`config.mk`:
```
export PLATFORM = sky130hd
export DESIGN_NAME = shift_add_multiplier
export DESIGN_NICKNAME = d
export VERILOG_FILES = /design/src/rtl/multiplier_pkg.sv /design/src/rtl/shift_add_datapath.sv /design/src/rtl/shift_add_multiplier.sv
export SDC_FILE = /design/constraint.sdc
export NUM_CORES = 1
export LEC_CHECK = 0
export CAP_MARGIN = 20
export CORE_UTILIZATION = 50
export DETAILED_ROUTE_END_ITERATION = 16
export PLACE_DENSITY = 0.78
export SLEW_MARGIN = 20
export SYNTH_ARGS = -nofsm -noshare
export SYNTH_HDL_FRONTEND = slang
export SYNTH_SLANG_ARGS = --single-unit
```
`constraint.sdc`:
```
create_clock -name i_clock -period 3.04 [get_ports i_clock]
set_input_delay 0.608 -clock i_clock [delete_from_list [all_inputs] [get_ports i_clock]]
set_output_delay 0.608 -clock i_clock [all_outputs]
set_load 0.005 [all_outputs]
```
`src/rtl/multiplier_pkg.sv`:
```
// Shared types for the sequential shift-and-add multiplier: FSM state encoding
// and the iteration-counter width helper.
package multiplier_pkg;

    typedef enum logic [1:0] {
        IDLE = 2'd0,
        RUN  = 2'd1,
        DONE = 2'd2
    } state_t;

    // Counter must be able to hold BITS itself, hence BITS+1 codes.
    function automatic int counter_width(input int bits);
        return $clog2(bits + 1);
    endfunction

endpackage

```
`src/rtl/shift_add_datapath.sv`:
```
// Operand shift registers, accumulator and add/subtract unit of the multiplier.
// With MULTIPLIER_SIGNED_EN the final iteration subtracts for signed operands.
module shift_add_datapath
    import multiplier_pkg::*;
#(
    parameter int BITS = 8
) (
    input  logic                clock,
    input  logic                reset,
    input  logic                load,
    input  logic                step,
    input  logic                last,
`ifdef MULTIPLIER_SIGNED_EN
    input  logic                signed_mode,
`endif
    input  logic [BITS-1:0]     multiplicand,
    input  logic [BITS-1:0]     multiplier,
    output logic [2*BITS-1:0]   sum
);

    logic [2*BITS-1:0] mcand;
    logic [BITS-1:0]   mplier;
    logic [2*BITS-1:0] acc;
`ifdef MULTIPLIER_SIGNED_EN
    logic              signed_q;
`endif

    always_comb begin
        sum = mplier[0] ? (acc + mcand) : acc;
`ifdef MULTIPLIER_SIGNED_EN
        // The multiplier MSB carries weight -2^(BITS-1) in two's complement.
        if (signed_q && last && mplier[0])
            sum = acc - mcand;
`endif
    end

    always_ff @(posedge clock or posedge reset) begin
        if (reset) begin
            mcand    <= '0;
            mplier   <= '0;
            acc      <= '0;
`ifdef MULTIPLIER_SIGNED_EN
            signed_q <= 1'b0;
`endif
        end else if (load) begin
`ifdef MULTIPLIER_SIGNED_EN
            mcand    <= signed_mode ? {{BITS{multiplicand[BITS-1]}}, multiplicand}
                                    : {{BITS{1'b0}}, multiplicand};
            signed_q <= signed_mode;
`else
            mcand    <= {{BITS{1'b0}}, multiplicand};
`endif
            mplier   <= multiplier;
            acc      <= '0;
        end else if (step) begin
            acc      <= sum;
            mcand    <= mcand << 1;
            mplier   <= mplier >> 1;
        end
    end

`ifndef MULTIPLIER_SIGNED_EN
    logic unused_last;
    assign unused_last = last;
`endif

endmodule

```
`src/rtl/shift_add_multiplier.sv`:
```
// Multi-cycle shift-and-add multiply unit: start/ready handshake, one multiplier
// bit per clock, registered 2*BITS product. MULTIPLIER_SIGNED_EN adds i_signed.
module shift_add_multiplier
    import multiplier_pkg::*;
#(
    parameter int BITS = 8
) (
    input  logic                i_clock,
    input  logic                i_reset,
    input  logic                i_start,
    output logic                o_ready,
    output logic                o_finished,
    input  logic [BITS-1:0]     i_multiplicand,
    input  logic [BITS-1:0]     i_multiplier,
`ifdef MULTIPLIER_SIGNED_EN
    input  logic                i_signed,
`endif
    output logic [2*BITS-1:0]   o_product
);

    localparam int CW = counter_width(BITS);

    state_t            state;
    logic [CW-1:0]     cnt;
    logic              load;
    logic              step;
    logic              last;
    logic [2*BITS-1:0] sum;

    assign load = (state == IDLE) && i_start;
    assign step = (state == RUN);
    assign last = step && (cnt == CW'(BITS - 1));

    shift_add_datapath #(
        .BITS(BITS)
    ) u_datapath (
        .clock        (i_clock),
        .reset        (i_reset),
        .load         (load),
        .step         (step),
        .last         (last),
`ifdef MULTIPLIER_SIGNED_EN
        .signed_mode  (i_signed),
`endif
        .multiplicand (i_multiplicand),
        .multiplier   (i_multiplier),
        .sum          (sum)
    );

    always_ff @(posedge i_clock or posedge i_reset) begin
        if (i_reset) begin
            state      <= IDLE;
            cnt        <= '0;
            o_ready    <= 1'b1;
            o_finished <= 1'b0;
            o_product  <= '0;
        end else begin
            case (state)
                IDLE: begin
                    if (i_start) begin
                        state   <= RUN;
                        cnt     <= '0;
                        o_ready <= 1'b0;
                    end
                end
                RUN: begin
                    cnt <= cnt + CW'(1);
                    // Final iteration: publish the product as DONE is entered.
                    if (last) begin
                        state      <= DONE;
                        o_finished <= 1'b1;
                        o_product  <= sum;
                    end
                end
                DONE: begin
                    state      <= IDLE;
                    o_finished <= 1'b0;
                    o_ready    <= 1'b1;
                end
                default: begin
                    state      <= IDLE;
                    o_finished <= 1'b0;
                    o_ready    <= 1'b1;
                end
            endcase
        end
    end

endmodule

```
==> results of run 1 <==
per-stage QoR:
stage          setup slack, ns  area [um^2]
2_1_floorplan            0.717         3470
3_3_place_gp             0.593         3920
3_5_place_dp             0.527         3920
4_1_cts                  0.492         4110
5_1_grt                  0.294         4110
6_report                 0.457         4110
logic make-up after synthesis:
kind of cell	synth area share (%)
simple gates	11.2
compound gates	25.9
flops	46.1
mux	3.78
xor+xnor	3.53
fa+ha+maj	6.34
buf+inv	3.13
cells in the mapped netlist (all sizes together):
| master | number |
|---|---|
| a211oi | 1 |
| a21o | 10 |
| a21oi | 32 |
| a221oi | 2 |
| a22o | 22 |
| a22oi | 14 |
| a2bb2oi | 1 |
| a311oi | 1 |
| a31oi | 2 |
| and2 | 3 |
| and3 | 2 |
| buf | 5 |
| clkbuf | 15 |
| dfrtp | 63 |
| dfstp | 1 |
| fa | 1 |
| ha | 16 |
| inv | 3 |
| mux2 | 1 |
| mux2i | 12 |
| nand2 | 30 |
| nand2b | 3 |
| nand3 | 3 |
| nand3b | 1 |
| nor2 | 11 |
| nor2b | 18 |
| nor3 | 2 |
| nor3b | 1 |
| nor4 | 1 |
| o211a | 1 |
| o211ai | 4 |
| o21a | 1 |
| o21ai | 38 |
| o21bai | 4 |
| o221ai | 1 |
| o31a | 1 |
| or2b | 2 |
| or3 | 1 |
| xnor2 | 9 |
| xor2 | 5 |
registers in the layout (all words and copies together) (netlist names):
| name | count |
|---|---|
| u_datapath.acc | 16 |
| u_datapath.mcand | 16 |
| o_finished | 1 |
| state | 2 |
| o_ready | 1 |
| o_product | 16 |
| u_datapath.mplier | 8 |
| cnt | 4 |
power breakdown:
| part | total [uW] | switching (uW) | internal (uW) |
|---|---|---|---|
| clock | 713 | 339 | 374 |
| combinational | 1830 | 958 | 868 |
| sequential | 1450 | 262 | 1190 |
area by class of cell:
cell class,instances,share of cell area [%]
clock buffer,10,3.11
clock inverter,6,1.46
timing repair buffer,45,10.7
sequential,64,39.0
inverter,3,0.274
tap,80,2.44
multi-input combinational,257,43.0
cell usage in the layout, fill, tap and decap left out, types with 2 or more instances in the layout:
cell | Yosys | routed
dfrtp_1 | 63 | 63
o21ai_0 | 36 | 36
clkdlybuf4s50_1 | 0 | 36
a21oi_1 | 32 | 32
nand2_1 | 30 | 30
a22o_1 | 22 | 22
nor2b_1 | 18 | 18
ha_1 | 16 | 16
a22oi_1 | 14 | 14
mux2i_1 | 12 | 12
a21o_1 | 10 | 10
nor2_1 | 10 | 10
xnor2_1 | 9 | 9
clkbuf_8 | 1 | 9
buf_4 | 1 | 8
xor2_1 | 5 | 5
o211ai_1 | 4 | 4
nand2b_1 | 3 | 3
nand3_1 | 3 | 3
clkinv_2 | 0 | 3
o21bai_2 | 1 | 2
and3_1 | 2 | 2
and2_1 | 2 | 2
a31oi_1 | 2 | 2
o21bai_1 | 3 | 2
inv_1 | 3 | 2
nor3_1 | 2 | 2
clkinvlp_4 | 0 | 2
critical path: stages (launching register included):
cell	delay, ns
dfrtp_1	0.42
ha_1	0.25
fa_1	0.42
a21o_1	0.24
a221oi_4	0.35
nor4_1	0.09
o31a_1	0.30
nor2_2	0.10
xnor2_1	0.15
a2bb2oi_1	0.18
how the worst min path moves through the flow:
stage	end	depth (start not counted)
floorplan	u_datapath.mplier[7]	2
global placement	o_product[7]	2
detailed placement	o_product[5]	2
CTS	o_product[5]	2
global route	o_product[5]	2
finish	o_product[6]	2
per-layer routing:
metal | vias up | global-route usage (%)
li1 | 1325 | -
met1 | 1315 | 31.9
met2 | 62 | 36.7
met3 | 13 | 3.60
met4 | 0 | 10.9
met5 | - | 0
==> summary.md, run 1 <==
| Metric | Value |
|---|---|
| Final hold violations | 0 |
| Hold Path Class | flip-flop to flip-flop |
| Leak | 0.00188 uW |
| CTS tree | done |
| Sequential area share after synthesis | 46.1% |
| Uppermost layer routed | met4 |
| Number of global-route vias before repair | 2758 |
| Worst Skew | 0.00915 ns |
| WL final | 7520 um |
| Worst Path Class, Setup | flip-flop to flip-flop |
| Area share of the largest cell type after synthesis | 45.4% |
| Initial antenna violation count | 0 |
| Slew @ Worst Pin | 0.679 ns |
| Netlist cell types | 51 |
| Remaining DRCs | 0 |
| Final worst path period need | 2.58 ns |
| Synth warn | 0 |
| Critical Path End | o_product[14] |
| Std-Cell Rows | 30 |
| R2R Path End | o_product[14] |
| Fin Hold WS | 0.476 ns |
| GRT overflow | 0 |
| Peak supply drop | 0.431 mV |
| Worst r2r src | u_datapath.mcand[0] |
| Die width | 85.3 um |
| Proportion of layout cells with a drive suffix above 1 | 8.83% |
| Setup crit end kind | flip-flop |
| RSZ-0062 raised after global routing | no |
| Slew margin rel. | 54.7% |
| Worst-skew pair later-pin latency | 0.35 ns |
| Post-route ant nets | 0 |
| Initial cell density of the core | 51.4% |
| Largest net degree at the start of global routing | 64 |
| Crit path launch | u_datapath.mcand[0] |
| Final count of negative-setup-slack endpoints | 0 |
| Final period util | 85.0% |
| Worst R2R Setup Slack | 0.46 ns |
| Die Height | 85.3 um |
| Area of the core | 6760 um^2 |
| Avg Vias per Cell | 5.84 |
| Met2 Wirelength | 3540 um |
| Post-Synthesis Cells | 344 |
| Syn Area/Cell | 10.1 um^2 |
| Worst Path Required | 3.30 ns |
| Hold Crit Start | o_product[6] |
| Routed met1 length | 3560 um |
| Vias | 2715 |
| Cell taking the most area after synthesis | dfrtp_1 |
| Iteration count of the initial detailed-routing pass | 4 |
| Final Net Count | 416 |
| Clk root buf | clkbuf_8 |
| Max Slew Vio Count | 0 |
| Layout area overhead | 18.3% |
| Non-filler instance count after layout | 465 |
| First-pass GRT wire length | 13200 um |
| CP arrival | 2.85 ns |
| Tot GR Track Use | 23.3% |
| Worst-path fanout max | 5 |
| GPL Wtd Cong | 0.844 |
| H-tree levels | 3 |
| FF+latch count, synth | 64 |
| Register area | 1600 um^2 |
| # diodes | 0 |
| WL met3 | 260 um |
| Max Root-Sink Buffers | 2 |
| Max_cap viols | 0 |
| Top area cells in the synthesized netlist | dfrtp_1 (45%), ha_1 (5.8%), a22o_1 (5.5%) |
| Finished Core Util | 60.8% |
| Net Count, Synth | 380 |
| Post-Syn Area | 3470 um^2 |
| Worst-path clk slew | 0.07 ns |
| DIE AREA | 7280 um^2 |
| R2R cell count | 9 |
| Io pins | 37 |
| Post CTS Setup Buffer Count | 0 |
| Run status | finished, final reports clean |
| Multi-input logic area | 1770 um^2 |
| Total CTS buffers | 9 |
| CTS sink count | 64 |
| Drt initial violations | 117 |
| Hold Buf Count CTS | 0 |
| Setup tns final | 0 ns |
| CP startpoint kind | flip-flop |
| Layout fillers | 601 |
| WL/cell | 16.2 um |
| Pwr/cell area | 972 nW/um^2 |
| Cells after DPL | 449 |
| Post-CTS Resized | 0 |
| Max Clk Rate | 0.387 GHz |
| Detailed Place HPWL | 5160 um |
| Final Power | 3990 uW |
| Port buffer count | 36 |
(Power assumes the default switching activity.)
==> run 2: changes to the inputs <==
--- a/config.mk
+++ b/config.mk
@@ -8,7 +8,7 @@
 export CAP_MARGIN = 20
 export CORE_UTILIZATION = 50
 export DETAILED_ROUTE_END_ITERATION = 16
-export PLACE_DENSITY = 0.78
+export PLACE_DENSITY = 0.81
 export SLEW_MARGIN = 20
 export SYNTH_ARGS = -nofsm -noshare
 export SYNTH_HDL_FRONTEND = slang
==> constraint.sdc (replaced) <==
create_clock -name i_clock -period 2.12 [get_ports i_clock]
set_input_delay 0.424 -clock i_clock [delete_from_list [all_inputs] [get_ports i_clock]]
set_output_delay 0.424 -clock i_clock [all_outputs]
set_load 0.005 [all_outputs]
==> run 2 against run 1 <==
The flow now finishes with violations (negative setup slack). Cell area is 9.4% higher. Routed wire length is 5.1% higher. Register-to-register slack worse by 0.65 ns. Highest routed layer unchanged.
==> summary.md, run 2 (synthesis gave the netlist of run 1 again) <==
| Metric | Value |
|---|---|
| Die width | 85.3 um (unchanged) |
| WL final | 7900 um (+5.1%) |
| CTS tree | done |
| Avg Vias per Cell | 5.72 (-2.1%) |
| Worst r2r src | u_datapath.acc[0] |
| Finished Core Util | 66.5% (+5.7 points) |
| Number of global-route vias before repair | 2866 (+3.9%) |
| Worst Path Required | 2.40 ns (-0.90 ns) |
| Failing checks | negative setup slack |
| Run status | finished, violations left |
| GRT overflow | 0 (unchanged) |
| Max incr delay on CP | 0.38 ns (-0.04 ns) |
| Initial cell density of the core | 51.4% (unchanged) |
| Clk root buf | clkbuf_8 |
| Final count of negative-setup-slack endpoints | 10 (+10) |
| RSZ-0062 raised after global routing | yes |
| Worst Path Class, Setup | flip-flop to flip-flop |
| Max_cap viols | 0 (unchanged) |
| Pwr/cell area | 1430 nW/um^2 (+47%) |
| Remaining DRCs | 0 (unchanged) |
| CTS sink count | 64 (unchanged) |
| Worst Skew | 0.00992 ns (+0.000768 ns) |
| CP startpoint kind | flip-flop |
| Leak | 0.00210 uW (+11%) |
| # diodes | 0 (unchanged) |
| H-tree levels | 3 (unchanged) |
| Slew @ Worst Pin | 0.357 ns (-0.322 ns) |
| Largest net degree at the start of global routing | 65 (+1.6%) |
| Max Clk Rate | 0.432 GHz (+11%) |
| Initial antenna violation count | 0 (unchanged) |
| Detailed Place HPWL | 5360 um (+3.8%) |
| Slew margin rel. | 76.2% (+22 points) |
| Fin Hold WS | 0.433 ns (-0.0434 ns) |
| Std-Cell Rows | 30 (unchanged) |
| Hold Path Class | primary input to async pin |
| Most frequent cells in the layout | dfrtp_1 (63), buf_4 (45), clkdlybuf4s50_1 (36) |
| Drt initial violations | 195 (+67%) |
| Non-filler instance count after layout | 503 (+8.2%) |
| Area post-placement | 4180 um^2 (+6.5%) |
| Layout area overhead | 29.4% |
| Worst-path clk slew | 0.07 ns (about the same) |
| Post-route ant nets | 0 (unchanged) |
| First-pass GRT wire length | 13400 um (+1.6%) |
| Peak supply drop | 0.755 mV (+75%) |
| Setup ws final | -0.197 ns (-0.654 ns) |
| Final period util | 109% (+24 points) |
| Final worst path period need | 2.32 ns (-0.266 ns) |
| Post-route cell area | 4500 um^2 (+9.4%) |
| Final hold violations | 0 (unchanged) |
| Max Root-Sink Buffers | 2 (unchanged) |
| Area of the core | 6760 um^2 (unchanged) |
| Cells after DPL | 483 (+7.6%) |
| DIE AREA | 7280 um^2 (unchanged) |
| Worst-skew pair later-pin latency | 0.35 ns (about the same) |
| Multi-input logic area | 1830 um^2 (+3.7%) |
| Register area | 1600 um^2 (unchanged) |
| Proportion of layout cells with a drive suffix above 1 | 19.4% (+11 points) |
| Max Slew Vio Count | 0 (unchanged) |
| Port buffer count | 36 (unchanged) |
| Setup tns final | -0.958 ns (-0.958 ns) |
| Setup crit end kind | flip-flop |
| Biggest regs | o_product x16, u_datapath.acc x16, u_datapath.mcand x16 |
| Crit path launch | u_datapath.acc[0] |
| Worst-path fanout max | 4 (-1) |
| Critical path's slowest cell | dfrtp_1 |
| Io pins | 37 (unchanged) |
| Layout fillers | 522 (-13%) |
| CP cell instances | ha_2 -> fa_2 -> a21o_1 -> a221oi_4 -> nor4_1 -> o31a_1 -> nor2_2 -> xnor2_1 -> a2bb2oi_1 |
| Iteration count of the initial detailed-routing pass | 4 (unchanged) |
| WL/cell | 15.7 um (-2.8%) |
| Final Net Count | 454 (+9.1%) |
| Total CTS buffers | 9 (unchanged) |
| Die Height | 85.3 um (unchanged) |
| Tot GR Track Use | 23.8% (+0.46 points) |
| Vias | 2875 (+5.9%) |
| CP arrival | 2.59 ns (-0.26 ns) |
| Commonest non-fill, non-tap cell in the layout | dfrtp_1 |
| GPL Wtd Cong | 0.892 (+5.6%) |
[run 2: repair_timing]
action,4_1_cts,5_1_grt
resized for setup,8,7
setup endpoints to repair,15,20
pin swaps,10,6
buffers inserted,4,0
hold buffers,0,0
[run 2: metrics by stage]
step	power, uW	worst slack, ns
floorplan	3900	-0.121
global placement	4980	-0.166
detailed placement	5100	-0.223
CTS	6350	-0.200
global route	6880	-0.345
finish	6440	-0.197
[run 2: layout make-up]
| class | count | share of cell area, % |
|---|---|---|
| Inverter | 3 | 0.250 |
| Multi-Input combinational cell | 257 | 40.7 |
| Timing Repair Buffer | 83 | 16.2 |
| Sequential cell | 64 | 35.7 |
| Clock buffer | 11 | 3.15 |
| Tap cell | 80 | 2.23 |
| Clock inverter | 5 | 1.78 |
[run 2: worst max-delay path, delay by kind of cell, from the launching register on]
| kind | cells | cell delay, ns |
|---|---|---|
| adders and majority gates | 2 | 0.55 |
| AOI/OAI and AO/OA | 4 | 0.98 |
| and+or+nand+nor | 2 | 0.19 |
| xor gates and xnor gates | 1 | 0.15 |
| DFF | 1 | 0.38 |
[run 2: report_power, final]
group          internal [uW]  switching, uW
Combinational           1620           1550
Sequential              1710            373
Clock                    692            496
[run 2: per-layer routing]
| layer | GRT usage, % | up-vias | wire (um) |
|---|---|---|---|
| li1 | - | 1404 | - |
| met1 | 31.8 | 1398 | 3670 |
| met2 | 37.5 | 54 | 3760 |
| met3 | 3.79 | 19 | 252 |
| met4 | 12.6 | 0 | 223 |
| met5 | 0 | - | 0 |
[run 2: final timing paths]
path | slack, ns | endpoint | cells after the start
max in group asynchronous | 1.34 | o_ready | 3
hold / removal | 0.43 | cnt[1] | 3
setup / recovery | -0.20 | o_product[14] | 9
setup reg to reg | -0.20 | o_product[14] | 9
hold reg to reg | 0.47 | o_product[7] | 2
min in group i_clock | 0.47 | o_product[7] | 2
==> run 3: changes to the inputs <==
--- a/config.mk
+++ b/config.mk
@@ -5,10 +5,10 @@
 export SDC_FILE = /design/constraint.sdc
 export NUM_CORES = 1
 export LEC_CHECK = 0
-export CAP_MARGIN = 20
 export CORE_UTILIZATION = 50
 export DETAILED_ROUTE_END_ITERATION = 16
-export PLACE_DENSITY = 0.81
+export PLACE_DENSITY = 0.8
+export RECOVER_POWER = 50
 export SLEW_MARGIN = 20
 export SYNTH_ARGS = -nofsm -noshare
 export SYNTH_HDL_FRONTEND = slang
==> run 3 against run 2 <==
The flow still finishes with violations (negative setup slack). Clock-buffer cell count up 2. Largest power group unchanged. Critical path type unchanged. Sequential share of layout area down 0.71 points. Highest routed layer unchanged. Clock skew down 0.0015 ns. Cell area up 2.1%. Core utilization up 1.4 points. Global-route usage up 0.91 points. Register-to-register slack worse by 0.03 ns. Fmax down 1.2%.
==> summary.md, run 3 (synthesis gave the netlist of run 1 again) <==
| Metric | Value |
|---|---|
| Run status | finished, violations left |
| Failing checks | negative setup slack |
| Slew margin rel. | 51.2% (-25 points) |
| Initial antenna violation count | 0 (unchanged) |
| Net Sw Power | 2440 uW (+0.93%) |
| Final worst path period need | 2.34 ns (+0.0274 ns) |
| Initial cell density of the core | 51.4% (unchanged) |
| Final count of negative-setup-slack endpoints | 16 (+6) |
| Worst-path clk slew | 0.07 ns (about the same) |
| DIE AREA | 7280 um^2 (unchanged) |
| Top Family by Delay on Critical Path | compound AO/OA/AOI/OAI gates |
| Sequential share of power | 32.4% (about the same) |
| Commonest non-fill, non-tap cell in the layout | dfrtp_1 |
| Sw Ratio | 38.0% (+0.40 points) |
| Setup tns final | -1.86 ns (-0.900 ns) |
| Total CTS buffers | 9 (unchanged) |
| Biggest regs | o_product x16, u_datapath.acc x16, u_datapath.mcand x16 |
| Std-Cell Rows | 30 (unchanged) |
| Slew @ Worst Pin | 0.732 ns (+0.375 ns) |
| Proportion of layout cells with a drive suffix above 1 | 22.0% (+2.6 points) |
| Post-route cell area | 4590 um^2 (+2.1%) |
| Worst Path Class, Setup | flip-flop to flip-flop |
| Area post-placement | 4180 um^2 (unchanged) |
| Power Internal | 3990 uW (-0.79%) |
| Iteration count of the initial detailed-routing pass | 4 (unchanged) |
| WL/cell | 16.3 um (+3.7%) |
| Vias | 2922 (+1.6%) |
| Tot GR Track Use | 24.7% (+0.91 points) |
| CP arrival | 2.59 ns (about the same) |
| Most frequent cells in the layout | dfrtp_1 (62), buf_4 (46), clkdlybuf4s50_1 (35) |
| Final period util | 111% (+1.3 points) |
| Number of global-route vias before repair | 2949 (+2.9%) |
| First-pass GRT wire length | 13900 um (+3.6%) |
| Final Net Count | 459 (+1.1%) |
| Drt initial violations | 144 (-26%) |
| Io pins | 37 (unchanged) |
| CTS tree | done |
| Final hold violations | 0 (unchanged) |
| Worst-skew pair later-pin latency | 0.35 ns (about the same) |
| Worst Path Required | 2.36 ns (-0.04 ns) |
| Max_cap viols | 0 (unchanged) |
| Detailed Place HPWL | 5500 um (+2.6%) |
| Post-route ant nets | 0 (unchanged) |
| Avg Vias per Cell | 5.75 (+0.63%) |
| RSZ-0062 raised after global routing | yes |
| Critical path's slowest cell | dfrtp_1 |
| WP buf/inv | 0 (unchanged) |
| Clk root buf | clkbuf_8 |
| Largest net degree at the start of global routing | 54 (-17%) |
| WL final | 8280 um (+4.8%) |
| Fin Hold WS | 0.482 ns (+0.0495 ns) |
| Worst-path fanout max | 3 (-1) |
| Max Slew Vio Count | 0 (unchanged) |
| Port buffer count | 36 (unchanged) |
| Area of the core | 6760 um^2 (unchanged) |
| Leak | 0.00214 uW (+2.0%) |
| Max Clk Rate | 0.427 GHz (-1.2%) |
| Comb power frac | 50.8% (+1.5 points) |
| CP cell instances | ha_2 -> fa_2 -> a21o_1 -> a221oi_4 -> nor4_1 -> o31a_1 -> nor2_2 -> xnor2_2 -> a22o_1 |
| Die width | 85.3 um (unchanged) |
| Pwr/cell area | 1400 nW/um^2 (-2.2%) |
| Clk pwr share | 16.8% (-1.6 points) |
| H-tree levels | 3 (unchanged) |
| Setup crit end kind | flip-flop |
| # diodes | 0 (unchanged) |
| Remaining DRCs | 0 (unchanged) |
| GRT overflow | 0 (unchanged) |
| Die Height | 85.3 um (unchanged) |
| Hold Path Class | flip-flop to flip-flop |
| Max incr delay on CP | 0.38 ns (about the same) |
| Layout area overhead | 32.2% |
| GPL Wtd Cong | 0.841 (-5.7%) |
| CTS sink count | 64 (unchanged) |
| Worst Skew | 0.00844 ns (-0.00148 ns) |
| Peak supply drop | 0.677 mV (-10%) |
| Max Root-Sink Buffers | 2 (unchanged) |
| CP startpoint kind | flip-flop |
| Setup ws final | -0.225 ns (-0.0274 ns) |
## run 3: cell count changes in the layout (fill, tap and decap cells not counted), sizes merged
| cell | before | now |
|---|---|---|
| dlygate4sd3 | 0 | 1 |
| clkinv | 1 | 2 |
| clkinvlp | 2 | 0 |
| bufinv | 2 | 1 |
| buf | 47 | 51 |
| clkdlybuf4s50 | 36 | 35 |
| clkbuf | 11 | 14 |
## run 3: final timing paths
check                                   from                  end  slack [ns]  depth (start not counted)
max                        u_datapath.acc[0]   u_datapath.acc[14]       -0.22                          9
min                             o_product[8]         o_product[8]        0.48                          2
max reg2reg                u_datapath.acc[0]   u_datapath.acc[14]       -0.22                          9
min reg2reg                     o_product[8]         o_product[8]        0.48                          2
max in group asynchronous            i_reset    u_datapath.acc[1]        0.42                          3
min in group asynchronous            i_reset  u_datapath.mcand[4]        0.52                          2
## run 3: routing by layer
layer / global-route usage (%) / wire length, um / vias up
met5: 0 / 0 / -
met4: 8.94 / 153 / 0
met3: 5.84 / 316 / 17
met2: 41.4 / 4110 / 71
met1: 31.3 / 3700 / 1423
li1: - / - / 1411
## run 3: stage by stage
step,power (uW),utilization (%),cells,setup WS (ns)
finish,6430,67.9,508,-0.225
global route,6900,67.9,508,-0.333
CTS,6260,65.9,503,-0.209
detailed placement,5100,61.8,483,-0.252
global placement,4970,61.8,483,-0.174
floorplan,3900,-,344,-0.121
## run 3: power by group through the flow
stage          Clock (uW)  Combinational, uW  Sequential [uW]
5_1_grt              1150               3590             2150
4_1_cts              1090               3090             2080
3_3_place_gp            0               2900             2070
6_report             1080               3270             2090
2_1_floorplan           0               1880             2020
3_5_place_dp            0               3000             2090
## run 3: repair_timing
action / CTS / global route
gates resized for setup: 11 / 24
hold buffers: 0 / 0
buffers inserted: 4 / 5
pin swaps: 10 / 8
setup endpoints to repair: 15 / 20
## run 3: layout make-up
type	instances	area [um^2]
clock inverter	3	40.0
tap	80	100
sequential	64	1600
inverter	3	11.3
timing repair buffer	88	769
fill	531	2170
multi-input combinational	257	1910
clock buffer	13	159
## run 3: worst register-to-register path, delay by kind of cell, from the launching register on
kind                     cells  cell delay, ns
flip-flops                   1            0.38
adder cells (fa/ha/maj)      2            0.55
AO/OA/AOI/OAI                4            1.00
XOR/XNOR                     1            0.09
AND/OR/NAND/NOR              2            0.23
